--- config.mk ---
export PLATFORM = sky130hd
export DESIGN_NAME = ast_mxu_feed_buffer_sv_flat
export DESIGN_NICKNAME = d
export VERILOG_FILES = /design/src/rtl/ast_mxu_feed_buffer_sv_if.sv /design/src/rtl/ast_mxu_feed_buffer_sv.sv /design/src/flat_wrapper.sv
export SDC_FILE = /design/constraint.sdc
export NUM_CORES = 2
export LEC_CHECK = 0
export CORE_MARGIN = 2
export CORE_UTILIZATION = 51
export DETAILED_ROUTE_END_ITERATION = 6
export MAX_ROUTING_LAYER = met4
export PLACE_DENSITY = 0.69
export SYNTH_ARGS = -nofsm -noshare
export SYNTH_HDL_FRONTEND = slang
export SYNTH_SLANG_ARGS = --single-unit
export TNS_END_PERCENT = 5
--- constraint.sdc ---
create_clock -name clk -period 35.8 [get_ports clk]
set_clock_uncertainty 0.15 [all_clocks]
set_input_delay 7.16 -clock clk [delete_from_list [all_inputs] [get_ports clk]]
set_output_delay 7.16 -clock clk [all_outputs]
set_load 0.01 [all_outputs]
--- src/rtl/ast_mxu_feed_buffer_sv_if.sv ---
// Load/feed bus between the DMA read path, the feed buffer and the MXU.
// The feed buffer is the slave side; the DMA/controller drives the master side.
interface ast_mxu_feed_buffer_sv_if #(
  parameter int SIZE      = 6,
  parameter int DATAWIDTH = 14
);
  localparam int DIMW = $clog2(SIZE) + 1;

  logic [DIMW-1:0]           depth;
  logic [DIMW-1:0]           width;
  logic                      set;
  logic                      wen;
  logic [DATAWIDTH-1:0]      data_in;
  logic                      start;
  logic                      busy;
  logic                      loaded_a;
  logic                      loaded_b;
  logic                      feed_valid;
  logic [SIZE*DATAWIDTH-1:0] feed_a;
  logic [SIZE*DATAWIDTH-1:0] feed_b;
  logic                      err;

  modport master (
    output depth, width, set, wen, data_in, start,
    input  busy, loaded_a, loaded_b, feed_valid,
    input  feed_a, feed_b, err
  );

  modport slave (
    input  depth, width, set, wen, data_in, start,
    output busy, loaded_a, loaded_b, feed_valid,
    output feed_a, feed_b, err
  );
endinterface

--- src/rtl/ast_mxu_feed_buffer_sv.sv ---
// Operand feed buffer: captures row-major A/B matrices from the DMA
// and replays them as diagonally skewed lane vectors into the MXU.
module ast_mxu_feed_buffer_sv #(
  parameter int SIZE      = 6,
  parameter int DATAWIDTH = 14
) (
  input logic                     clk,
  input logic                     reset,
  ast_mxu_feed_buffer_sv_if.slave bus
);
  localparam int DIMW = $clog2(SIZE) + 1;
  localparam int AW   = (SIZE > 1) ? $clog2(SIZE) : 1;
  localparam int TW   = DIMW + 1;
  localparam int VW   = SIZE * DATAWIDTH;

  localparam logic [DIMW-1:0] SZ   = DIMW'(SIZE);
  localparam logic [TW-1:0]   TAIL = TW'(SIZE - 1);

  typedef enum logic [1:0] {
    IDLE,
    LOAD,
    FEED
  } state_t;

  state_t state_q, state_d;

  logic [AW-1:0]   row_q, row_d;
  logic [AW-1:0]   col_q, col_d;
  logic [DIMW-1:0] ld_d_q, ld_d_d;
  logic [DIMW-1:0] ld_w_q, ld_w_d;
  logic            ld_bank_q, ld_bank_d;

  logic [DIMW-1:0] da_q, da_d;
  logic [DIMW-1:0] wa_q, wa_d;
  logic [DIMW-1:0] db_q, db_d;
  logic [DIMW-1:0] wb_q, wb_d;
  logic [DIMW-1:0] k_q, k_d;
  logic [TW-1:0]   t_q, t_d;

  logic            busy_q, busy_d;
  logic            loaded_a_q, loaded_a_d;
  logic            loaded_b_q, loaded_b_d;
  logic            feed_valid_q, feed_valid_d;
  logic            err_q, err_d;
  logic [VW-1:0]   feed_a_q, feed_a_d;
  logic [VW-1:0]   feed_b_q, feed_b_d;

  logic [DATAWIDTH-1:0] bank_a_q [SIZE][SIZE];
  logic [DATAWIDTH-1:0] bank_a_d [SIZE][SIZE];
  logic [DATAWIDTH-1:0] bank_b_q [SIZE][SIZE];
  logic [DATAWIDTH-1:0] bank_b_d [SIZE][SIZE];

  logic            dims_ok;
  logic            first_wr;
  logic            cont_wr;
  logic            do_write;
  logic            start_ok;
  logic            emit;
  logic [TW-1:0]   feed_t;
  logic [AW-1:0]   wr_row;
  logic [AW-1:0]   wr_col;
  logic            wr_bank;
  logic [DIMW-1:0] cur_d;
  logic [DIMW-1:0] cur_w;
  int              off;

  assign dims_ok = (bus.depth != '0) && (bus.width != '0) &&
                   (bus.depth <= SZ) && (bus.width <= SZ);

  // Next-state: load sequencing, start acceptance and skewed lane generation
  always_comb begin
    state_d      = state_q;
    row_d        = row_q;
    col_d        = col_q;
    ld_d_d       = ld_d_q;
    ld_w_d       = ld_w_q;
    ld_bank_d    = ld_bank_q;
    da_d         = da_q;
    wa_d         = wa_q;
    db_d         = db_q;
    wb_d         = wb_q;
    k_d          = k_q;
    t_d          = t_q;
    busy_d       = busy_q;
    loaded_a_d   = loaded_a_q;
    loaded_b_d   = loaded_b_q;
    err_d        = err_q;
    bank_a_d     = bank_a_q;
    bank_b_d     = bank_b_q;
    feed_valid_d = 1'b0;
    feed_a_d     = '0;
    feed_b_d     = '0;
    first_wr     = 1'b0;
    cont_wr      = 1'b0;
    do_write     = 1'b0;
    start_ok     = 1'b0;
    emit         = 1'b0;
    feed_t       = '0;
    wr_row       = '0;
    wr_col       = '0;
    wr_bank      = 1'b0;
    cur_d        = '0;
    cur_w        = '0;
    off          = 0;

    unique case (state_q)
      IDLE: begin
        if (bus.start) begin
          if (loaded_a_q && loaded_b_q && (wa_q == db_q)) begin
            start_ok = 1'b1;
          end else begin
            err_d = 1'b1;
          end
        end
        if (bus.wen && !start_ok) begin
          first_wr = 1'b1;
        end
      end
      LOAD: begin
        if (bus.start) begin
          err_d = 1'b1;
        end
        // A bank switch abandons the partial matrix
        if (bus.set != ld_bank_q) begin
          if (bus.wen) begin
            first_wr = 1'b1;
          end else begin
            state_d = IDLE;
            row_d   = '0;
            col_d   = '0;
          end
        end else if (bus.wen) begin
          cont_wr = 1'b1;
        end
      end
      FEED: begin
        if (bus.wen) begin
          err_d = 1'b1;
        end
        if (t_q == TW'(k_q) + TAIL) begin
          state_d    = IDLE;
          busy_d     = 1'b0;
          loaded_a_d = 1'b0;
          loaded_b_d = 1'b0;
          t_d        = '0;
        end else begin
          emit   = 1'b1;
          feed_t = t_q;
          t_d    = t_q + 1'b1;
        end
      end
      default: begin
        state_d = IDLE;
      end
    endcase

    // First vector leaves on the accepting edge, so t starts at 1 here
    if (start_ok) begin
      state_d = FEED;
      k_d     = wa_q;
      busy_d  = 1'b1;
      emit    = 1'b1;
      feed_t  = '0;
      t_d     = TW'(1);
    end

    if (first_wr) begin
      row_d = '0;
      col_d = '0;
      if (dims_ok) begin
        ld_d_d    = bus.depth;
        ld_w_d    = bus.width;
        ld_bank_d = bus.set;
        if (bus.set) begin
          loaded_b_d = 1'b0;
          db_d       = bus.depth;
          wb_d       = bus.width;
        end else begin
          loaded_a_d = 1'b0;
          da_d       = bus.depth;
          wa_d       = bus.width;
        end
        do_write = 1'b1;
        wr_bank  = bus.set;
        cur_d    = bus.depth;
        cur_w    = bus.width;
      end else begin
        err_d   = 1'b1;
        state_d = IDLE;
      end
    end

    if (cont_wr) begin
      do_write = 1'b1;
      wr_row   = row_q;
      wr_col   = col_q;
      wr_bank  = ld_bank_q;
      cur_d    = ld_d_q;
      cur_w    = ld_w_q;
    end

    if (do_write) begin
      if (wr_bank) begin
        bank_b_d[wr_row][wr_col] = bus.data_in;
      end else begin
        bank_a_d[wr_row][wr_col] = bus.data_in;
      end
      if (DIMW'(wr_col) == cur_w - 1'b1) begin
        col_d = '0;
        if (DIMW'(wr_row) == cur_d - 1'b1) begin
          row_d   = '0;
          state_d = IDLE;
          if (wr_bank) begin
            loaded_b_d = 1'b1;
          end else begin
            loaded_a_d = 1'b1;
          end
        end else begin
          row_d   = wr_row + 1'b1;
          state_d = LOAD;
        end
      end else begin
        row_d   = wr_row;
        col_d   = wr_col + 1'b1;
        state_d = LOAD;
      end
    end

    // Lane i carries element t-i; lanes outside the latched dims read 0
    for (int i = 0; i < SIZE; i++) begin
      off = int'(feed_t) - i;
      if (emit && (off >= 0) && (off < int'(k_d))) begin
        if (i < int'(da_q)) begin
          feed_a_d[i*DATAWIDTH +: DATAWIDTH] =
            bank_a_q[AW'(i)][off[AW-1:0]];
        end
        if (i < int'(wb_q)) begin
          feed_b_d[i*DATAWIDTH +: DATAWIDTH] =
            bank_b_q[off[AW-1:0]][AW'(i)];
        end
      end
    end
    feed_valid_d = emit;
  end

  // State, banks and registered outputs
  always_ff @(posedge clk or posedge reset) begin
    if (reset) begin
      state_q      <= IDLE;
      row_q        <= '0;
      col_q        <= '0;
      ld_d_q       <= '0;
      ld_w_q       <= '0;
      ld_bank_q    <= 1'b0;
      da_q         <= '0;
      wa_q         <= '0;
      db_q         <= '0;
      wb_q         <= '0;
      k_q          <= '0;
      t_q          <= '0;
      busy_q       <= 1'b0;
      loaded_a_q   <= 1'b0;
      loaded_b_q   <= 1'b0;
      feed_valid_q <= 1'b0;
      err_q        <= 1'b0;
      feed_a_q     <= '0;
      feed_b_q     <= '0;
      bank_a_q     <= '{default: '0};
      bank_b_q     <= '{default: '0};
    end else begin
      state_q      <= state_d;
      row_q        <= row_d;
      col_q        <= col_d;
      ld_d_q       <= ld_d_d;
      ld_w_q       <= ld_w_d;
      ld_bank_q    <= ld_bank_d;
      da_q         <= da_d;
      wa_q         <= wa_d;
      db_q         <= db_d;
      wb_q         <= wb_d;
      k_q          <= k_d;
      t_q          <= t_d;
      busy_q       <= busy_d;
      loaded_a_q   <= loaded_a_d;
      loaded_b_q   <= loaded_b_d;
      feed_valid_q <= feed_valid_d;
      err_q        <= err_d;
      feed_a_q     <= feed_a_d;
      feed_b_q     <= feed_b_d;
      bank_a_q     <= bank_a_d;
      bank_b_q     <= bank_b_d;
    end
  end

  assign bus.busy       = busy_q;
  assign bus.loaded_a   = loaded_a_q;
  assign bus.loaded_b   = loaded_b_q;
  assign bus.feed_valid = feed_valid_q;
  assign bus.feed_a     = feed_a_q;
  assign bus.feed_b     = feed_b_q;
  assign bus.err        = err_q;
endmodule
--- src/flat_wrapper.sv ---
// flat-port wrapper written by rule: the top's interface ports become plain ports
module ast_mxu_feed_buffer_sv_flat 
#(
  parameter int SIZE      = 6,
  parameter int DATAWIDTH = 14
)
  (clk, reset, bus_depth, bus_width, bus_set, bus_wen, bus_data_in, bus_start, bus_busy, bus_loaded_a, bus_loaded_b, bus_feed_valid, bus_feed_a, bus_feed_b, bus_err);
  ast_mxu_feed_buffer_sv_if #(.SIZE(SIZE), .DATAWIDTH(DATAWIDTH)) bus_i ();
  input logic clk;
  input logic reset;
  input wire logic [$bits(bus_i.depth)-1:0] bus_depth;
  input wire logic [$bits(bus_i.width)-1:0] bus_width;
  input wire logic [$bits(bus_i.set)-1:0] bus_set;
  input wire logic [$bits(bus_i.wen)-1:0] bus_wen;
  input wire logic [$bits(bus_i.data_in)-1:0] bus_data_in;
  input wire logic [$bits(bus_i.start)-1:0] bus_start;
  output wire logic [$bits(bus_i.busy)-1:0] bus_busy;
  output wire logic [$bits(bus_i.loaded_a)-1:0] bus_loaded_a;
  output wire logic [$bits(bus_i.loaded_b)-1:0] bus_loaded_b;
  output wire logic [$bits(bus_i.feed_valid)-1:0] bus_feed_valid;
  output wire logic [$bits(bus_i.feed_a)-1:0] bus_feed_a;
  output wire logic [$bits(bus_i.feed_b)-1:0] bus_feed_b;
  output wire logic [$bits(bus_i.err)-1:0] bus_err;
  assign bus_i.depth = bus_depth;
  assign bus_i.width = bus_width;
  assign bus_i.set = bus_set;
  assign bus_i.wen = bus_wen;
  assign bus_i.data_in = bus_data_in;
  assign bus_i.start = bus_start;
  assign bus_busy = bus_i.busy;
  assign bus_loaded_a = bus_i.loaded_a;
  assign bus_loaded_b = bus_i.loaded_b;
  assign bus_feed_valid = bus_i.feed_valid;
  assign bus_feed_a = bus_i.feed_a;
  assign bus_feed_b = bus_i.feed_b;
  assign bus_err = bus_i.err;
  ast_mxu_feed_buffer_sv #(.SIZE(SIZE), .DATAWIDTH(DATAWIDTH)) u_core (.clk(clk), .reset(reset), .bus(bus_i));
endmodule
==> results.txt <==
Result of the run -> finished with violations
Violations in the final reports -> DRC
Largest net degree at the start of global routing -> 190
Die span in x -> 279 um
Setup crit start kind -> input pin
Tot GR Track Use -> 26.6%
IO Port Bufs -> 143
Count of flip-flops with a built-in enable after synthesis -> 0
Arrival time reported for the critical path endpoint -> 12970 ps
Via count -> 24994
TritonCTS Sinks -> 831
IO Pins -> 200
Maximum buffer depth of the clock tree -> 3
Power density over cell area -> 48.0 nW/um^2
Starting DRT DRC Count -> 2051
Worst EP required -> 36170 ps
Launch point of the worst reg-to-reg path -> u_core.state_q[0]$_DFF_PP0_
Most frequently used flop master after synthesis -> dfrtp_1
Master cell of the clock root buffer -> clkbuf_16
Top area cells in the synthesized netlist -> dfrtp_1 (54%), mux2_2 (20%), mux4_2 (3.2%)
Number of rows created at floorplan -> 100
Leading cell types by count after synthesis -> dfrtp_1 (831), mux2_2 (688), nand2_1 (246)
Via count of the first global-routing pass -> 26267
Path type of the worst min-delay path -> register to register
Pins Over Slew Limit -> 0
Clock latency on the worst-skew pair -> 650 ps
Final layout net count -> 3140
Critical path class -> input pin to register
Number of library cell types mapped by synthesis -> 80
Buf/Inv on CP -> 4
TritonCTS clock tree -> yes
Hold slack -> 336 ps
Average via count per standard cell -> 6.07
Hold endpoint -> u_core.bank_a_q[340]$_DFFE_PP0P_
Transition at the pin with the smallest max-transition slack -> 1360 ps
Share of the cycle needed by the critical path after routing -> 35.2%
R2r endpoint -> u_core.bus.feed_b[26]$_DFF_PP0_
Max capacitance violation total -> 0
Routability-driven placement congestion ratio -> 0.942
Cells along the critical path -> clkdlybuf4s50_1 > and4_1 > a21oi_4 > nand2_2 > nor2_2 > inv_2 > xor2_4 > buf_4 > inv_1 > ha_1 > a21o_1 > a221o_1 > a211oi_1 > o311ai_2 > a221oi_1
Min-delay src -> u_core.bank_a_q[340]$_DFFE_PP0P_
Hold violation total from the final report -> 0
Area share of the largest cell type after synthesis -> 53.8%
Total number of yosys warnings -> 0
Starting density of the core -> 51.7%
Count of endpoints failing setup in the final report -> 0
Slowest-stage cell, CP -> a21oi_4
Mean area per synthesized cell -> 12.6 sq um
Post-detail-place hpwl -> 58900 um
Final worst path period need -> 12600 ps
Layout cell share with drive strength beyond 1 -> 31.2%
Clock buffer count from CTS -> 88
First-pass GRT wire length -> 156000 um
Number of buffers inserted to repair setup after CTS -> 0
TritonRoute pass-1 iters -> 7
Antenna violations before repair -> 1
Register area share after synthesis -> 53.8%
Sort of element at the end of the critical path -> register
Max transition margin -> 8.54%
Clk pin slew, worst setup/hold paths -> 60 ps
Wire length reported by the detailed router -> 99500 um
FFs w/ async S/R, synth -> 100%
Residual antenna-violating net count after detailed routing -> 0
Post-Route Setup TNS -> 0 ps
Leak -> 20.2 nW
Minimum setup slack among reg-to-reg paths -> 29200 ps
Maximum vdd ir drop -> 0.0461 mV
Post-synthesis to final-layout area growth -> 11.7%
FF-to-FF path depth -> 16
Routed wire per std cell -> 24.2 um
Cells resized by post-CTS repair -> 0
Worst hold path stage count -> 1
Die area -> 78000 sq um
RSZ-0062 raised after global routing -> no
Achievable frequency -> 0.0794 GHz
Syn Inst Count -> 3061
Most frequently used cell type in the post-synthesis netlist -> dfrtp_1
Number of synthesized register bits -> 831
Chip height -> 279 um
DRC Markers -> 4
Highest net fanout along the worst path -> 58
Post-synthesis instance area -> 38600 sq um
Maximum level of the CTS H-tree -> 3
Core box area -> 74700 sq um
Number of filler cells placed in the layout -> 5875
Hold bufs inserted after CTS -> 0
Global-route congestion overflow total -> 0
Dominant cell type by area after synthesis -> dfrtp_1
Crit path largest cell delay -> 850 ps
Crit-path leading delay family -> compound AO/OA/AOI/OAI gates
-- placed cells by master, fill, tap and decap left out, types with 22 or more instances in the layout --
master and count:
a21o_1 33, nor2_1 130, nand2_1 246, a221oi_1 42, dfrtp_1 830, ha_1 27
conb_1 56, nand3_1 57, a21oi_1 126, a211o_1 36, o211ai_1 22, clkbuf_16 90
clkdlybuf4s50_1 129, a41oi_1 29, mux2_1 48, mux2_2 688, buf_4 44, o21ai_0 32
mux4_2 55, inv_1 62, or4_1 30, clkbuf_1 23
-- cell families (layout without fill, tap and decap cells) --
logic type | Yosys count | after routing | share of synthesized area (%)
DFF | 831 | 831 | 53.8
muxes | 801 | 801 | 24.9
and+or+nand+nor | 568 | 568 | 7.10
AOI/OAI and AO/OA | 431 | 431 | 7.85
buffers and inverters | 376 | 407 | 4.79
adders and majority gates | 28 | 28 | 0.907
xor gates and xnor gates | 25 | 25 | 0.586
other | 1 | 58 | 0.00971
-- cell type report --
cell class                      count  area (sq um)  area share [%]
Multi-Input combinational cell   1909         16300            37.7
Timing Repair Buffer              188          1710            3.97
Clock buffer                      125          2500            5.80
Tap cell                          969          1210            2.81
Inverter                           67           264           0.612
Antenna cell                        2          5.00          0.0116
Sequential cell                   831         20800            48.2
Clock inverter                     27           370           0.858
-- sequential cells by signal, indices dropped and copies added (netlist names), 5 cells and up --
name,cells
u_core.bank_a_q,336
u_core.bank_b_q,336
u_core.bus.feed_a,56
u_core.bus.feed_b,56
u_core.t_q,5
-- report_power, final --
part / total [mW] / switching [mW] / internal (mW)
combinational: 0.155 / 0.0934 / 0.0613
sequential: 1.01 / 0.0324 / 0.973
clock: 0.912 / 0.375 / 0.537
total: 2.07 / 0.501 / 1.57
-- worst max-delay path by stage --
stage | from | end | slack (ps) | cells after the start
after CTS | bus_start | u_core.bus.feed_a[51]$_DFF_PP0_ | 23370 | 15
final | bus_start | u_core.bus.feed_b[26]$_DFF_PP0_ | 23200 | 15
after global placement | bus_start | u_core.bus.feed_a[49]$_DFF_PP0_ | 22910 | 15
after detailed placement | bus_start | u_core.bus.feed_a[51]$_DFF_PP0_ | 22700 | 15
after floorplan | reset | u_core.bank_a_q[168]$_DFFE_PP0P_ | 5150 | 1
after global routing | bus_start | u_core.bus.feed_a[55]$_DFF_PP0_ | 22930 | 15
-- through the flow --
stage               cells  power [mW]  utilization [%]  setup WS, ps  instance area [sq um]
floorplan            3116        1.13                -          5150                  38800
global placement     3964        1.17             53.9         22910                  40300
detailed placement   3964        1.18             53.9         22700                  40300
CTS                  4116        2.09             57.8         23370                  43200
global route         4117        2.15             57.8         22930                  43200
finish               4118        2.07             57.8         23200                  43200
-- per-layer routing --
metal / GRT usage (%) / vias up / part of all wire, %
met1: 34.3 / 13201 / 43
met2: 43.4 / 715 / 50
li1: - / 10896 / -
met4: 9.11 / 0 / 3.1
met5: - / - / 0
met3: 3.55 / 182 / 4.4
Note: power is estimated with default switching activity, not from simulation.
